`src/rtl/q_measure.sv`:
```
// q_measure: drives the DAC with the requested reference code, waits out
// the settling time, then averages a power-of-two block of ADC Q samples.
module q_measure #(
  parameter int unsigned BUS_WIDTH     = 10,
  parameter int unsigned SETTLE_CYCLES = 16,
  parameter int unsigned AVG_LOG2      = 2
) (
  input  logic                 clk,
  input  logic                 rst,
  input  logic                 enable,
  input  logic [BUS_WIDTH-1:0] i_ref,
  input  logic [BUS_WIDTH-1:0] adc_data,
  input  logic                 adc_valid,
  output logic [BUS_WIDTH-1:0] dac_code,
  output logic [BUS_WIDTH-1:0] q_measured,
  output logic                 ready
);

  localparam int unsigned SCW = $clog2(SETTLE_CYCLES) + 1;
  localparam int unsigned SMW = AVG_LOG2 + 1;
  localparam int unsigned AW  = BUS_WIDTH + AVG_LOG2;

  localparam logic [SCW-1:0] SETTLE_LAST = SCW'(SETTLE_CYCLES - 1);
  localparam logic [SMW-1:0] SMP_LAST    = SMW'((1 << AVG_LOG2) - 1);

  typedef enum logic [1:0] {
    IDLE,
    SETTLE,
    ACQUIRE,
    DONE
  } state_e;

  state_e               state_q, state_d;
  logic [BUS_WIDTH-1:0] dac_q, dac_d;
  logic [BUS_WIDTH-1:0] qm_q, qm_d;
  logic                 rdy_q, rdy_d;
  logic [SCW-1:0]       settle_q, settle_d;
  logic [SMW-1:0]       smp_q, smp_d;
  logic [AW-1:0]        acc_q, acc_d;

  logic [AW-1:0]        sum;
  logic                 mismatch;

  // Accumulator holds at most N-1 samples here, so adding one more fits AW.
  assign sum      = acc_q + AW'(adc_data);
  assign mismatch = (i_ref != dac_q);

  // Next-state and datapath update; priority is enable, then mismatch.
  always_comb begin
    state_d  = state_q;
    dac_d    = dac_q;
    qm_d     = qm_q;
    rdy_d    = rdy_q;
    settle_d = settle_q;
    smp_d    = smp_q;
    acc_d    = acc_q;

    if (!enable) begin
      state_d = IDLE;
      rdy_d   = 1'b0;
    end else if (state_q != IDLE && mismatch) begin
      state_d  = SETTLE;
      dac_d    = i_ref;
      settle_d = '0;
      rdy_d    = 1'b0;
    end else begin
      unique case (state_q)
        IDLE: begin
          dac_d    = i_ref;
          settle_d = '0;
          state_d  = SETTLE;
        end
        SETTLE: begin
          settle_d = settle_q + SCW'(1);
          if (settle_q == SETTLE_LAST) begin
            state_d = ACQUIRE;
            acc_d   = '0;
            smp_d   = '0;
          end
        end
        ACQUIRE: begin
          if (adc_valid) begin
            acc_d = sum;
            smp_d = smp_q + SMW'(1);
            if (smp_q == SMP_LAST) begin
              qm_d    = sum[AVG_LOG2 +: BUS_WIDTH];
              rdy_d   = 1'b1;
              state_d = DONE;
            end
          end
        end
        DONE: begin
          state_d = DONE;
        end
        default: begin
          state_d = IDLE;
        end
      endcase
    end
  end

  // State and datapath registers with synchronous reset.
  always_ff @(posedge clk) begin
    if (rst) begin
      state_q  <= IDLE;
      dac_q    <= '0;
      qm_q     <= '0;
      rdy_q    <= 1'b0;
      settle_q <= '0;
      smp_q    <= '0;
      acc_q    <= '0;
    end else begin
      state_q  <= state_d;
      dac_q    <= dac_d;
      qm_q     <= qm_d;
      rdy_q    <= rdy_d;
      settle_q <= settle_d;
      smp_q    <= smp_d;
      acc_q    <= acc_d;
    end
  end

  assign dac_code   = dac_q;
  assign q_measured = qm_q;
  assign ready      = rdy_q;

endmodule
```
`config.mk`:
```
export PLATFORM = sky130hd
export DESIGN_NAME = q_measure
export DESIGN_NICKNAME = d
export VERILOG_FILES = /design/src/rtl/q_measure.sv
export SDC_FILE = /design/constraint.sdc
export NUM_CORES = 1
export LEC_CHECK = 0
export CAP_MARGIN = 20
export CORE_MARGIN = 1.5
export CORE_UTILIZATION = 54
export DETAILED_ROUTE_END_ITERATION = 10
export PLACE_DENSITY = 0.9
export SLEW_MARGIN = 20
export SYNTH_ARGS = -nofsm -noshare
export SYNTH_HDL_FRONTEND = slang
export SYNTH_SLANG_ARGS = --single-unit
```
`constraint.sdc`:
```
create_clock -name clk -period 2.4 [get_ports clk]
set_input_delay 0.48 -clock clk [delete_from_list [all_inputs] [get_ports clk]]
set_output_delay 0.48 -clock clk [all_outputs]
set_load 0.02 [all_outputs]
```
# Word level (Yosys, flattened, before mapping)
# Cells that the tools add are included.
# totals
ff_bits,43
in_bits,24
output_inout_bits,21
wordCells,55
# op_classes
add_sub_neg,3
eq_ne,12
n_mux,15
bitwise,2
n_reduce_logical,15
# ops
op,n
12-bit 2-to-1 mux,2
12-bit one-hot mux with 2 select lines,1
10-bit 2-to-1 mux,2
12-bit by 10-bit adder with 12-bit output,1
10-bit inequality test,1
5-bit one-hot mux with 2 select lines,1
5-bit AND reduction,2
3-bit inequality test (second input constant),3
3-bit AND reduction,3
2-bit one-hot mux with 4 select lines,1
2-bit 2-to-1 mux,3
3-bit 2-to-1 mux,2
2-bit inequality test (second input constant),3
3-bit one-hot mux with 2 select lines,1
2-bit nonzero test,3
5-bit by 1-bit adder with 5-bit output (second input constant),1
5-bit by 4-bit equality test with 1-bit output (second input constant),1
5-bit 2-to-1 mux,1
2-bit equality test (second input constant),2
2-bit AND reduction,2
3-bit by 1-bit adder with 3-bit output (second input constant),1
3-bit by 2-bit equality test with 1-bit output (second input constant),1
3-bit nonzero test,1
3-bit OR reduction,1
other kinds (6),7

# Longest topological paths before layout
# Gate-level depths: netlist of the first run.
# logic_depth
word_depth,5
mapped_depth,9
ltp_nobuf,8

# Worst setup path after synthesis of the first run
# Ideal clock, no wire load.
# synth_path
path_type,input-to-reg
startpoint,in adc_data[0]
endpoint,reg acc_q[10]
setup_ps,140
arrival_ps,1893
t_required_ps,2260
setup_slack_ps,367
path_stages,8
path_buffers,0
cell_sequence,ha_1 -> inv_1 -> fa_1 -> nor2b_1 -> o311ai_0 -> nand3_1 -> nor3b_1 -> o32ai_1
# synth_between
elab_chain_len,3
# synth_rtl
item,line_no,text
start: declaration,12,"input logic [BUS_WIDTH-1:0] adc_data,"
12-bit by 10-bit adder with 12-bit output,45,assign sum = acc_q + AW'(adc_data);
12-bit 2-to-1 mux,82,if (adc_valid) begin
12-bit one-hot mux with 2 select lines,67,unique case (state_q)
end signal: assignment,111,acc_q <= '0;
end signal: assignment,119,acc_q <= acc_d;
end: declaration,39,"logic [AW-1:0] acc_q, acc_d;"
# No other way between the ends. The select of a mux whose other input is x is not followed.
# A chain may end at the register's enable or synchronous reset.

# Worst setup path after layout of the first run
# Ends and elaborated chain as after synthesis.

==> impl_metrics.yaml, run 1 <==
grt:
  grt_pass1_vias: 2556
  grt_max_degree: 27
  grt_antenna_before_repair: 0
  grt_usage_pct: 28.02
  grt_first_pass_wirelength_um: 11720
  grt_overflow: 0
clock_tree:
  htreeDepth: 2
  clk_pin_slew_ns: 0.08
  clk_path_buf_depth: 2
  numCtsBuffers: 5
  hold_buffers: 0
  cts_tree: "built"
  clock_latency_ns: 0.31
  post-cts-setup-buffers: 0
  cts_root_buffer: "clkbuf_8"
  cts_sinks: 43
final_layout:
  drive_gt1_share_pct: 15.87
  antenna_cells: 0
  final_nets: 420
  syn_to_final_growth_pct: 32.39
  final_cells: 445
  fin_area_um2: 3590
logic_synthesis:
  syn_nets: 348
  yosysWarnings: 0
  synthMostInstantiatedCell: "dfxtp_1"
  syn_area_um2: 2711
  syn_area_per_cell_um2: 8.890
  yosysUniqueCellTypes: 54
  syn-instance-count: 305
  yosys.area.top_type: "dfxtp_1"
  synth_area_leaders: "dfxtp_1 (32%), ha_1 (8.3%), a21oi_1 (4.8%)"
  synth-main-ff-cell: "dfxtp_1"
  yosysTopAreaCellShare_pct: 31.75
  async_flop_share_pct: 0
  synth_common_cells: "dfxtp_1 (43), a21oi_1 (26), ha_1 (18)"
  synth_edf_count: 0
  synth-seq-cells: 43
  seq_area_frac_synth_pct: 31.75
power:
  ir_drop_v: 0.0004600
  power-per-cell-area_nw_per_um2: 468.1
  p_leak_nw: 1.366
status:
  status: "complete, no violations"
place:
  hpwl_um: 5336
  placedCellCount: 437
  port_buffers: 44
  placed_cell_area_um2: 3460
  gp_congestion: 0.9070
floorplan:
  num_io_pins: 45
  start_util_pct: 56.65
  die_h_um: 73.86
  die_area_um2: 5455
  placementRows: 25
  die_w_um: 73.86
  coreArea_um2: 4786
critical_path:
  endpoint_kind: "register"
  cp.arrival_ns: 2.41
  worstSetupPathType: "input pin to register"
  ff2ff_setup_slack_ns: 0.23
  start_kind: "input pin"
  critical_path.max_fanout: 6
  critPathRequiredTime_ns: 2.57
drt:
  vias: 2676
  drc: 0
  ant_nets: 0
  drtPass1Iterations: 4
  drt_iter0_drc: 189
  totalWireLength_um: 7291
  via_per_inst: 6.013
  wire_per_inst_um: 16.38
sta:
  worst_slew_pin_slew_ns: 0.5931
  setup_viol: 0
  maxSlewHeadroom_pct: 60.04
  slew_violations: 0
  skew_ns: 0.006745
  setup_tns_ns: 0
  fmax_ghz: 0.4464
  finalCritPeriodShare_pct: 93.34
  finalHoldViolCount: 0
  fin_crit_ns: 2.240
worst_hold_path:
  hp-class: "register to register"
job:
  cap_violations: 0
-- critical path, stage by stage --
cell             delay (ns)
clkdlybuf4s50_1        0.47
ha_1                   0.16
inv_1                  0.05
fa_1                   0.44
nor2b_4                0.20
o311ai_1               0.13
nand3_1                0.10
nor3b_1                0.26
o32ai_1                0.11
-- logic make-up after synthesis --
family / count (synthesis) / synth area share, %
AO/OA/AOI/OAI: 108 / 28.01
XOR/XNOR: 15 / 5.953
adder cells (fa/ha/maj): 19 / 9.045
buffers and inverters: 31 / 4.522
flip-flops: 43 / 31.75
multiplexers: 11 / 4.061
AND/OR/NAND/NOR: 78 / 16.66
-- area by class of cell --
class | count | area, µm²
fill | 330 | 1196
timing repair buffer | 81 | 730.7
sequential | 43 | 860.8
clock buffer | 6 | 82.58
inverter | 15 | 56.30
multi-input combinational | 231 | 1740
tap | 67 | 83.83
clock inverter | 2 | 35.03
-- layer usage --
layer	global-route usage [%]	routed length, µm	vias up	share of wire [%]
li1	-	-	1304	-
met5	0	0	-	0
met4	10.08	127	0	1.7
met1	34.09	3062	1266	42
met3	5.487	404	14	5.5
met2	48.75	3697	92	51
-- registers in the layout, indices dropped and copies added (netlist names) --
| name | flops |
|---|---|
| ready | 1 |
| dac_code | 10 |
| acc_q | 12 |
| state_q | 2 |
| smp_q | 3 |
| q_measured | 10 |
| settle_q | 5 |
-- power breakdown --
part	switching (mW)	internal, mW
registers	0.0149	0.727
clock network	0.259	0.337
logic	0.181	0.162
total	0.454	1.23
-- final timing paths --
kind,start,to,depth (start not counted)
max,adc_data[0],acc_q[10],9
min,smp_q[1],smp_q[1],2
max reg2reg,settle_q[0],acc_q[8],8
min reg2reg,smp_q[1],smp_q[1],2
-- cells in the final DEF, fill, tap and decap left out, types with 3 or more instances in the layout --
cell	n
buf_4	36
o32ai_1	4
o31ai_1	16
nand2b_1	8
clkdlybuf4s50_1	44
o21ai_0	15
a21o_1	3
nor2_1	16
xnor2_2	4
o22ai_1	3
nand3_1	6
clkbuf_8	6
or3_1	4
o211ai_1	11
ha_1	18
mux2i_1	11
nand4_1	3
nor3_1	5
inv_1	15
a211oi_1	5
dfxtp_1	43
a21oi_1	26
nand2_1	13
xnor2_1	10
nor2b_1	7
-- repair_timing --
| item | 4_1_cts | 5_1_grt |
|---|---|---|
| pin swaps | 0 | 0 |
| setup endpoints to repair | 2 | 5 |
| resized for setup | 1 | 4 |
-- through the flow --
step                      setup slack (ns)  total power [mW]  util (%)  hold WS, ns
after floorplan                     0.3667            0.9425         -       0.4479
after global placement             -0.2664             1.081     72.29       0.4596
after detailed placement           -0.3476             1.093     72.29       0.4698
after CTS                          0.04447             1.679     74.80       0.4813
after global routing             -0.003581             1.736     75.01       0.5108
final                               0.1600             1.680     75.01       0.4788
No activity file was read; power rests on OpenSTA's default activity.
==> run 2, diff against run 1 <==
--- a/config.mk
+++ b/config.mk
@@ -10,6 +10,7 @@
 export CORE_UTILIZATION = 54
 export DETAILED_ROUTE_END_ITERATION = 10
 export PLACE_DENSITY = 0.9
+export SKIP_LAST_GASP = 1
 export SLEW_MARGIN = 20
 export SYNTH_ARGS = -nofsm -noshare
 export SYNTH_HDL_FRONTEND = slang
==> results of run 2 <==
Same layout as run 1: the final DEF is identical, and so are final timing and power.
==> run 3, diff against run 2 <==
--- a/config.mk
+++ b/config.mk
@@ -11,7 +11,7 @@
 export DETAILED_ROUTE_END_ITERATION = 10
 export PLACE_DENSITY = 0.9
 export SKIP_LAST_GASP = 1
-export SLEW_MARGIN = 20
+export SLEW_MARGIN = 15
 export SYNTH_ARGS = -nofsm -noshare
 export SYNTH_HDL_FRONTEND = slang
 export SYNTH_SLANG_ARGS = --single-unit
==> constraint.sdc (replaced) <==
create_clock -name clk -period 2.4 [get_ports clk]
set_input_delay 0.48 -clock clk [delete_from_list [all_inputs] [get_ports clk]]
set_output_delay 0.48 -clock clk [all_outputs]
set_load 0.01 [all_outputs]
==> results of run 3 <==
Same layout as run 1 (identical final DEF). Status: complete, no violations.
Among the figures that moved: total power 1.680 mW -> 1.673 mW; worst IR drop on VDD 0.0004600 V -> 0.0004573 V
